--- src/rtl/uart_rx_pkg.sv ---
// Shared types, limits and the parity helper for the UART receive controller.
package uart_rx_pkg;

  localparam int MIN_DATA_W   = 5;
  localparam int MIN_PRESCALE = 8;

  typedef enum logic [2:0] {
    ST_IDLE   = 3'd0,
    ST_START  = 3'd1,
    ST_DATA   = 3'd2,
    ST_PARITY = 3'd3,
    ST_STOP1  = 3'd4,
    ST_STOP2  = 3'd5
  } uart_rx_state_e;

  // Expected parity bit for the low len bits of data; typ=1 selects odd parity.
  function automatic logic calc_parity(input logic [15:0] data, input logic [3:0] len,
                                       input logic typ);
    logic p;
    p = typ;
    for (int i = 0; i < 16; i++)
      if (i < int'(len)) p = p ^ data[i];
    return p;
  endfunction

endpackage

--- src/rtl/uart_rx_sampler.sv ---
// Oversampled bit timer: edge counter, three mid-bit votes and majority decision.
module uart_rx_sampler #(
  parameter int PRESCALE_W = 6
) (
  input  logic                  clk,
  input  logic                  rst,
  input  logic                  run,
  input  logic                  rx,
  input  logic [PRESCALE_W-1:0] prescale,
  output logic                  bit_done,
  output logic                  vote_last,
  output logic                  sampled_bit
);

  logic [PRESCALE_W-1:0] edge_cnt;
  logic [PRESCALE_W-1:0] half;
  logic [2:0]            votes;
  logic                  third;

  function automatic logic maj3(input logic a, input logic b, input logic c);
    return (a & b) | (a & c) | (b & c);
  endfunction

  assign half      = prescale >> 1;
  assign bit_done  = run && (edge_cnt == prescale - 1'b1);
  assign vote_last = run && (edge_cnt == half + 1'b1);

  // On the last vote cycle the third sample is taken straight from the line so
  // the stop-bit decision can be registered one cycle earlier.
  assign third       = vote_last ? rx : votes[2];
  assign sampled_bit = maj3(votes[0], votes[1], third);

  always_ff @(posedge clk or negedge rst) begin
    if (!rst) begin
      edge_cnt <= '0;
      votes    <= '0;
    end else if (!run) begin
      edge_cnt <= '0;
    end else begin
      edge_cnt <= bit_done ? '0 : edge_cnt + 1'b1;
      if (edge_cnt == half - 1'b1) votes[0] <= rx;
      if (edge_cnt == half)        votes[1] <= rx;
      if (edge_cnt == half + 1'b1) votes[2] <= rx;
    end
  end

endmodule

--- src/rtl/uart_rx_ctrl.sv ---
// UART receive controller: frame FSM, deserialiser and parity/stop/break checks.
// Optional break detection is enabled by defining UART_RX_BREAK_DETECT_EN.
module uart_rx_ctrl
  import uart_rx_pkg::*;
#(
  parameter int DATA_W     = 8,
  parameter int PRESCALE_W = 6
) (
  input  logic                  clk,
  input  logic                  rst,
  input  logic                  RX_IN,
  input  logic [PRESCALE_W-1:0] Prescale,
  input  logic [3:0]            data_len,
  input  logic                  PAR_EN,
  input  logic                  PAR_TYP,
  input  logic                  two_stop,
  output logic [DATA_W-1:0]     P_DATA,
  output logic                  data_valid,
  output logic                  par_error,
  output logic                  stop_error,
  output logic                  break_det,
  output logic                  busy
);

`ifdef UART_RX_BREAK_DETECT_EN
  localparam bit BREAK_EN = 1'b1;
`else
  localparam bit BREAK_EN = 1'b0;
`endif

  localparam logic [3:0] DW     = 4'(DATA_W);
  localparam logic [3:0] MIN_DW = 4'(MIN_DATA_W);

  uart_rx_state_e        state;
  logic                  armed;
  logic [3:0]            bit_cnt;
  logic [3:0]            len_q;
  logic [PRESCALE_W-1:0] pre_q;
  logic                  par_en_q, par_typ_q, two_stop_q;
  logic [DATA_W-1:0]     shreg;
  logic                  par_bad, stop_bad, ones;
  logic [3:0]            len_in;
  logic [DATA_W-1:0]     rx_word;
  logic                  bit_done, vote_last, sampled_bit;
  logic                  frame_end, stop0, is_break;

  assign busy      = (state != ST_IDLE);
  assign len_in    = (data_len < MIN_DW || data_len > DW) ? DW : data_len;
  assign rx_word   = shreg >> (DW - len_q);
  assign frame_end = vote_last && ((state == ST_STOP2) || (state == ST_STOP1 && !two_stop_q));
  assign stop0     = !sampled_bit || stop_bad;
  assign is_break  = BREAK_EN && !ones;

  uart_rx_sampler #(.PRESCALE_W(PRESCALE_W)) u_sampler (
    .clk         (clk),
    .rst         (rst),
    .run         (busy),
    .rx          (RX_IN),
    .prescale    (pre_q),
    .bit_done    (bit_done),
    .vote_last   (vote_last),
    .sampled_bit (sampled_bit)
  );

  always_ff @(posedge clk or negedge rst) begin
    if (!rst) begin
      state      <= ST_IDLE;
      armed      <= 1'b1;
      bit_cnt    <= '0;
      len_q      <= '0;
      pre_q      <= '0;
      par_en_q   <= 1'b0;
      par_typ_q  <= 1'b0;
      two_stop_q <= 1'b0;
      shreg      <= '0;
      par_bad    <= 1'b0;
      stop_bad   <= 1'b0;
      ones       <= 1'b0;
      P_DATA     <= '0;
      data_valid <= 1'b0;
      par_error  <= 1'b0;
      stop_error <= 1'b0;
      break_det  <= 1'b0;
    end else begin
      data_valid <= 1'b0;
      par_error  <= 1'b0;
      stop_error <= 1'b0;
      break_det  <= 1'b0;
      if (frame_end) begin
        // Leave mid stop bit so a back-to-back start edge is never missed.
        state <= ST_IDLE;
        if (stop0 && is_break) begin
          break_det <= 1'b1;
          armed     <= 1'b0;
        end else if (stop0) begin
          stop_error <= 1'b1;
          armed      <= 1'b0;
        end else if (par_bad) begin
          par_error <= 1'b1;
        end else begin
          data_valid <= 1'b1;
          P_DATA     <= rx_word;
        end
      end else begin
        case (state)
          ST_IDLE: begin
            if (!armed) begin
              if (RX_IN) armed <= 1'b1;
            end else if (!RX_IN) begin
              state      <= ST_START;
              pre_q      <= Prescale;
              len_q      <= len_in;
              par_en_q   <= PAR_EN;
              par_typ_q  <= PAR_TYP;
              two_stop_q <= two_stop;
              bit_cnt    <= '0;
              shreg      <= '0;
              par_bad    <= 1'b0;
              stop_bad   <= 1'b0;
              ones       <= 1'b0;
            end
          end
          ST_START: if (bit_done) state <= sampled_bit ? ST_IDLE : ST_DATA;
          ST_DATA: if (bit_done) begin
            shreg <= {sampled_bit, shreg[DATA_W-1:1]};
            ones  <= ones | sampled_bit;
            if (bit_cnt == len_q - 1'b1) state <= par_en_q ? ST_PARITY : ST_STOP1;
            else bit_cnt <= bit_cnt + 1'b1;
          end
          ST_PARITY: if (bit_done) begin
            par_bad <= sampled_bit != calc_parity(16'(rx_word), len_q, par_typ_q);
            ones    <= ones | sampled_bit;
            state   <= ST_STOP1;
          end
          ST_STOP1: if (two_stop_q && bit_done) begin
            stop_bad <= !sampled_bit;
            state    <= ST_STOP2;
          end
          ST_STOP2: ;
          default: state <= ST_IDLE;
        endcase
      end
    end
  end

endmodule

--- config.mk ---
export PLATFORM = sky130hd
export DESIGN_NAME = uart_rx_ctrl
export DESIGN_NICKNAME = d
export VERILOG_FILES = /design/src/rtl/uart_rx_pkg.sv /design/src/rtl/uart_rx_sampler.sv /design/src/rtl/uart_rx_ctrl.sv
export SDC_FILE = /design/constraint.sdc
export NUM_CORES = 1
export LEC_CHECK = 0
export BUFFER_PORTS_ARGS = -buffer_cell sky130_fd_sc_hd__buf_2
export CAP_MARGIN = 20
export CORE_MARGIN = 10
export CORE_UTILIZATION = 50
export DETAILED_ROUTE_END_ITERATION = 16
export GPL_TIMING_DRIVEN = 0
export PLACE_DENSITY = 0.68
export RECOVER_POWER = 50
export SLEW_MARGIN = 20
export SYNTH_ARGS = -nofsm -noshare
export SYNTH_HDL_FRONTEND = slang
export SYNTH_HIERARCHICAL = 1
export SYNTH_SLANG_ARGS = --single-unit
--- constraint.sdc ---
create_clock -name clk -period 3.4 [get_ports clk]
set_input_delay 0.68 -clock clk [delete_from_list [all_inputs] [get_ports clk]]
set_output_delay 0.68 -clock clk [all_outputs]
set_load 0.03 [all_outputs]
==> flow_summary.ini, run 1 <==
[cts]
clock_latency_ps = 310
postCtsHoldBufs = 0
htree_levels = 2
clock_path_buffers = 2
cts.sinks = 51
cts_buffers = 5
clk_pin_slew_ps = 100
cts-root-buf = clkbuf_8
tritoncts = yes

[power_and_ir_drop]
p_per_area_mw_per_mm2 = 965
p_leak_uw = 0.00180
ir_worst_vdd_uv = 487
p_total_uw = 3910

[layout]
final_util = 0.596
design_area_sq_mm = 0.00405
areaGrowthSynthToFinish_pct = 15.8
layout-drive-gt1-share = 0.235
layout.cells.most_common = dfrtp_1
antenna_cells = 0
fin_nets = 455
layout_common_cells = 49 x dfrtp_1, 48 x nand2_1, 31 x buf_2
fin_cells = 526

[place]
globalplace.congestion = 0.873
pre_cts_ws_ps = -771
dp.cells = 507
place_area_sq_mm = 0.00376
port_buffers = 27
dp_hpwl_microns = 5640

[critical_path]
r2r_slack_ps = 140
slowest_delay_ps = 420
path_cells = buf_4 -> ha_1 -> and3b_1 -> or3_1 -> a31oi_4 -> a2111oi_2 -> nand3b_1 -> buf_6 -> xnor2_2 -> xnor2_1 -> nand3_1 -> and3_4 -> or3b_1 -> o211ai_1
crit_required_ps = 3640
endpoint_kind = flip-flop
path_class = reg2reg
crit_slowest_cell = dfrtp_1
start_kind = flip-flop
cp.arrival_ps = 3500
crit_fanout = 4

[timing]
worst_pin_slew_ps = 1280
hold_viol = 0
min_period_over_period = 0.960
fin_ws_ps = 136
fmax_mhz = 306
max_slew_margin = 0.145
post-route-min-period_ps = 3260
clock_skew_ps = 7.60
slew_viol_final = 0
setup_violations = 0

[routing]
wirelength_microns = 7900
drt_iter0_drc = 236
first_pass_iters = 4
post_drt_wl_per_cell_microns = 15.0
ant_nets = 0
vias = 2869
drc = 0
vias_per_cell = 5.45

[grt]
grt_overflow_total = 0
grt_antenna_before_repair = 0
first_global_vias = 2828
track_usage = 0.148
grt_pass1_wl_microns = 13700
grt_start_max_net_pins = 52

[floorplanning]
initial_utilization = 0.515
rows = 30
die_y_microns = 104
core_sq_mm = 0.00679
dieArea_sq_mm = 0.0107
die_w_microns = 104
io_pins = 29

[yosys]
async_flop_share = 1.00
ys_warn_count = 6
syn-num-nets = 410
netlist_area_sq_mm = 0.00350
ys_seq_area_frac = 0.365
synth_cells = 384
ys_types = 70
synth_edf_count = 0
ys_seq_elements = 51
synth_ff_type = dfrtp_1
synth_area_per_cell_sq_um = 9.11

[run_status]
status = complete, no violations

[worst_hold_path]
holdCritPathClass = reg2reg

[flow_run]
drv_cap = 0
==> path summary, 6_finish.rpt <==
| kind | from | end | depth (start not counted) |
|---|---|---|---|
| worst max-delay path | pre_q[2]$_DFFE_PN0P_ | par_bad$_DFFE_PN0P_ | 14 |
| worst min-delay path | P_DATA[3]$_DFFE_PN0P_ | P_DATA[3]$_DFFE_PN0P_ | 2 |
| worst max register to register | pre_q[2]$_DFFE_PN0P_ | par_bad$_DFFE_PN0P_ | 14 |
| worst min register to register | P_DATA[3]$_DFFE_PN0P_ | P_DATA[3]$_DFFE_PN0P_ | 2 |
| max in group asynchronous | rst | pre_q[1]$_DFFE_PN0P_ | 1 |
| min in group asynchronous | rst | stop_error$_DFF_PN0_ | 1 |
==> metrics by stage <==
step	TNS, ps	hold WS, ps
final	0	488
after global routing	-54.6	508
after CTS	0	411
after detailed placement	-11380	466
after global placement	-10300	457
after floorplan	0	384
==> Yosys cell counts (2+ instances only) <==
cell type,number,area share
o21a_1,2,0.0043
nor2b_1,9,0.016
mux2_1,2,0.0064
a21oi_1,13,0.019
buf_6,2,0.0064
nor3_1,6,0.0086
xnor3_1,2,0.013
nand3b_1,3,0.0064
buf_2,10,0.014
inv_1,16,0.017
o21ai_1,3,0.0043
ha_1,10,0.036
a31oi_1,3,0.0054
nor2_1,25,0.027
mux2i_1,10,0.029
a21o_1,3,0.0064
clkbuf_1,10,0.011
xnor2_1,18,0.045
nand4_1,5,0.0089
nand2_1,48,0.052
buf_4,2,0.0043
nand3_1,11,0.016
mux2_2,10,0.032
nor3b_1,3,0.0064
xor2_1,14,0.035
nand2b_1,4,0.0072
nor4b_2,2,0.0086
o211ai_1,6,0.013
dfrtp_1,50,0.36
or3_1,5,0.0089
and3_1,5,0.0089
a211o_1,2,0.0050
mux4_2,4,0.026
o21ai_0,30,0.043
==> worst max-delay path, delay by kind of cell, from the launching register on <==
kind                       cells  cell delay (ps)
buffers and inverters          2              320
DFF                            1              420
AOI/OAI and AO/OA              3              420
and+or+nand+nor                6             1480
adders and majority gates      1              200
xor gates and xnor gates       2              350
==> routing by layer <==
layer / up-vias / GRT usage / wire (microns)
met3: 5 / 0.0266 / 336
met1: 1369 / 0.194 / 3620
li1: 1435 / - / -
met4: 0 / 0.0433 / 78
met2: 60 / 0.241 / 3870
met5: - / 0 / 0
==> cell type report <==
cell class / count / area (sq um)
fill: 625 / 2740
multi-input combinational: 291 / 2110
sequential: 51 / 1280
timing repair buffer: 39 / 223
buffer: 24 / 141
tap: 96 / 120
clock buffer: 5 / 68.8
inverter: 17 / 63.8
clock inverter: 3 / 43.8
==> power breakdown <==
group,internal (uW),switching [uW]
sequential,784,180
combinational,1100,1410
clock,219,211
total,2110,1800
==> sequential cells by signal (all words and copies together) (netlist names) <==
signal	cells
bit_cnt	4
stop_bad	1
stop_error	1
par_error	1
P_DATA	8
state	3
par_en_q	1
u_sampler/votes	3
par_typ_q	1
shreg	8
len_q	4
armed	1
two_stop_q	1
u_sampler/edge_cnt	6
par_bad	1
data_valid	1
pre_q	6
==> cell families (layout without fill, tap and decap cells) <==
| logic type | after synthesis | after routing | synth area share |
|---|---|---|---|
| AND/OR/NAND/NOR | 139 | 139 | 0.204 |
| AO/OA/AOI/OAI | 79 | 79 | 0.143 |
| buffers and inverters | 42 | 88 | 0.0555 |
| flip-flops | 51 | 51 | 0.365 |
| multiplexers | 27 | 27 | 0.0973 |
| XOR/XNOR | 35 | 35 | 0.0977 |
| adder cells (fa/ha/maj) | 10 | 10 | 0.0358 |
| other | 1 | 1 | 0.00107 |
==> timing repair <==
| item | 4_1_cts | 5_1_grt |
|---|---|---|
| setup endpoints to repair | 35 | 25 |
| resized for setup | 11 | 18 |
| buffers inserted | 6 | 6 |
| pin swaps | 2 | 7 |
Power figures use the tool's default switching activity.
==> run 2, diff against run 1 <==
- PLACE_DENSITY: 0.68 -> 0.69
- clock period: 3.4 -> 3.79 ns (I/O delays scaled with it)
==> flow_summary.ini, run 2 (synthesized netlist as in run 1, its figures left out) <==
[layout]
seq_area_sq_mm = 0.00128
multiInputGateArea_sq_mm = 0.00206
areaGrowthSynthToFinish_pct = 11.7
layout_common_cells = 50 x dfrtp_1, 48 x nand2_1, 31 x buf_2
layout.cells.most_common = dfrtp_1
fin_cells = 519
fillCellCount = 607
fin_nets = 448
top_regs = P_DATA: 8 flops, shreg: 8 flops
design_area_sq_mm = 0.00391
antenna_cells = 0
layout-drive-gt1-share = 0.187

[floorplanning]
core_sq_mm = 0.00679
die_w_microns = 104
io_pins = 29
dieArea_sq_mm = 0.0107
initial_utilization = 0.515
rows = 30
die_y_microns = 104

[place]
pre_cts_ws_ps = -657
globalplace.congestion = 0.895
dp_hpwl_microns = 5530
place_area_sq_mm = 0.00375
dp.cells = 507
port_buffers = 27

[run_status]
status = complete, but fails checks
violations = capacitance limit, slew limit

[grt]
grt_overflow_total = 0
grt_start_max_net_pins = 52
first_global_vias = 2812
track_usage = 0.142
grt_pass1_wl_microns = 13300
grt_antenna_before_repair = 0

[cts]
cts.sinks = 51
htree_levels = 2
tritoncts = yes
clock_latency_ps = 310
cts-root-buf = clkbuf_8
clock_path_buffers = 2
clk_pin_slew_ps = 90
postCtsHoldBufs = 0
cts_buffers = 5

[critical_path]
cp.arrival_ps = 3690
path_class = reg2reg
endpoint_kind = flip-flop
crit_required_ps = 4020
crit_fanout = 7
start_kind = flip-flop

[timing]
clock_skew_ps = 6.13
min_period_over_period = 0.914
setup_violations = 0
max_slew_margin = -0.772
fmax_mhz = 289
slew_viol_final = 52
fin_ws_ps = 324
hold_viol = 0
worst_pin_slew_ps = 2660
post-route-min-period_ps = 3470

[routing]
drt_iter0_drc = 182
wirelength_microns = 7570
ant_nets = 0
m1WireLength_microns = 3620
wl_met3_microns = 355
vias = 2839
drc = 0
post_drt_wl_per_cell_microns = 14.6
first_pass_iters = 4
vias_per_cell = 5.47
met2_length_microns = 3530
top_layer_used = met4

[power_and_ir_drop]
p_per_area_mw_per_mm2 = 840
p_leak_uw = 0.00172
ir_worst_vdd_uv = 441
p_total_uw = 3280

[worst_hold_path]
holdCritPathClass = reg2reg

[flow_run]
drv_cap = 1
==> run 2: changes by cell type in the layout (fill, tap and decap cells not counted), sizes merged <==
cell / before / now
buf: 48 / 39
clkbuf: 20 / 24
bufinv: 1 / 0
clkinv: 2 / 1
==> run 2: stage by stage <==
step                      utilization  hold slack (ps)  setup TNS (ps)
after detailed placement        0.553              469           -7320
after floorplan                     -              462               0
after CTS                       0.569              491               0
after global placement          0.552              460           -7190
after global routing            0.575              519           -12.8
final                           0.575              484               0
==> run 2: critical path: stages, from the launching register on <==
cell       delay, ps
dfrtp_1          390
clkbuf_2         220
inv_1            100
ha_1             290
xnor2_1          220
and3_1           210
nand4_1          190
a2111oi_2        310
nand3b_1         270
xnor2_1          190
xnor2_1          170
nand3_1          110
and3_4           200
or3b_1           360
o211ai_1         150
==> run 2: path summary, 6_finish.rpt <==
| kind | start | to | slack (ps) | cells after the start |
|---|---|---|---|---|
| min in group asynchronous | rst | stop_error$_DFF_PN0_ | 1280 | 1 |
| worst max register to register | pre_q[2]$_DFFE_PN0P_ | par_bad$_DFFE_PN0P_ | 320 | 14 |
| max in group asynchronous | rst | bit_cnt[2]$_DFFE_PN0P_ | 1010 | 1 |
| worst max-delay path | pre_q[2]$_DFFE_PN0P_ | par_bad$_DFFE_PN0P_ | 320 | 14 |
| worst min-delay path | P_DATA[3]$_DFFE_PN0P_ | P_DATA[3]$_DFFE_PN0P_ | 480 | 2 |
| worst min register to register | P_DATA[3]$_DFFE_PN0P_ | P_DATA[3]$_DFFE_PN0P_ | 480 | 2 |
==> run 2: cell type report <==
cell class / instances / area share
Timing Repair Buffer: 31 / 0.0404
Sequential cell: 51 / 0.327
Buffer: 25 / 0.0336
Clock inverter: 1 / 0.00224
Clock buffer: 7 / 0.0221
Tap cell: 96 / 0.0308
Multi-Input combinational cell: 291 / 0.527
Inverter: 17 / 0.0163
==> run 2: what timing repair did <==
item                                    CTS  global route
buffers inserted                          0             4
endpoints found under the setup margin   16            25
resized for setup                         3             8
pin swaps                                 0             2
==> run 2: power by group <==
group / switching, uW / total (uW) / internal (uW)
logic: 1210 / 2090 / 882
registers: 159 / 861 / 702
clock network: 183 / 333 / 150
total: 1550 / 3280 / 1730
==> run 2: layer usage <==
layer,track usage,vias to the layer above
li1,-,1415
met1,0.190,1351
met2,0.228,66
met3,0.0310,7
met4,0.0313,0
met5,0,-
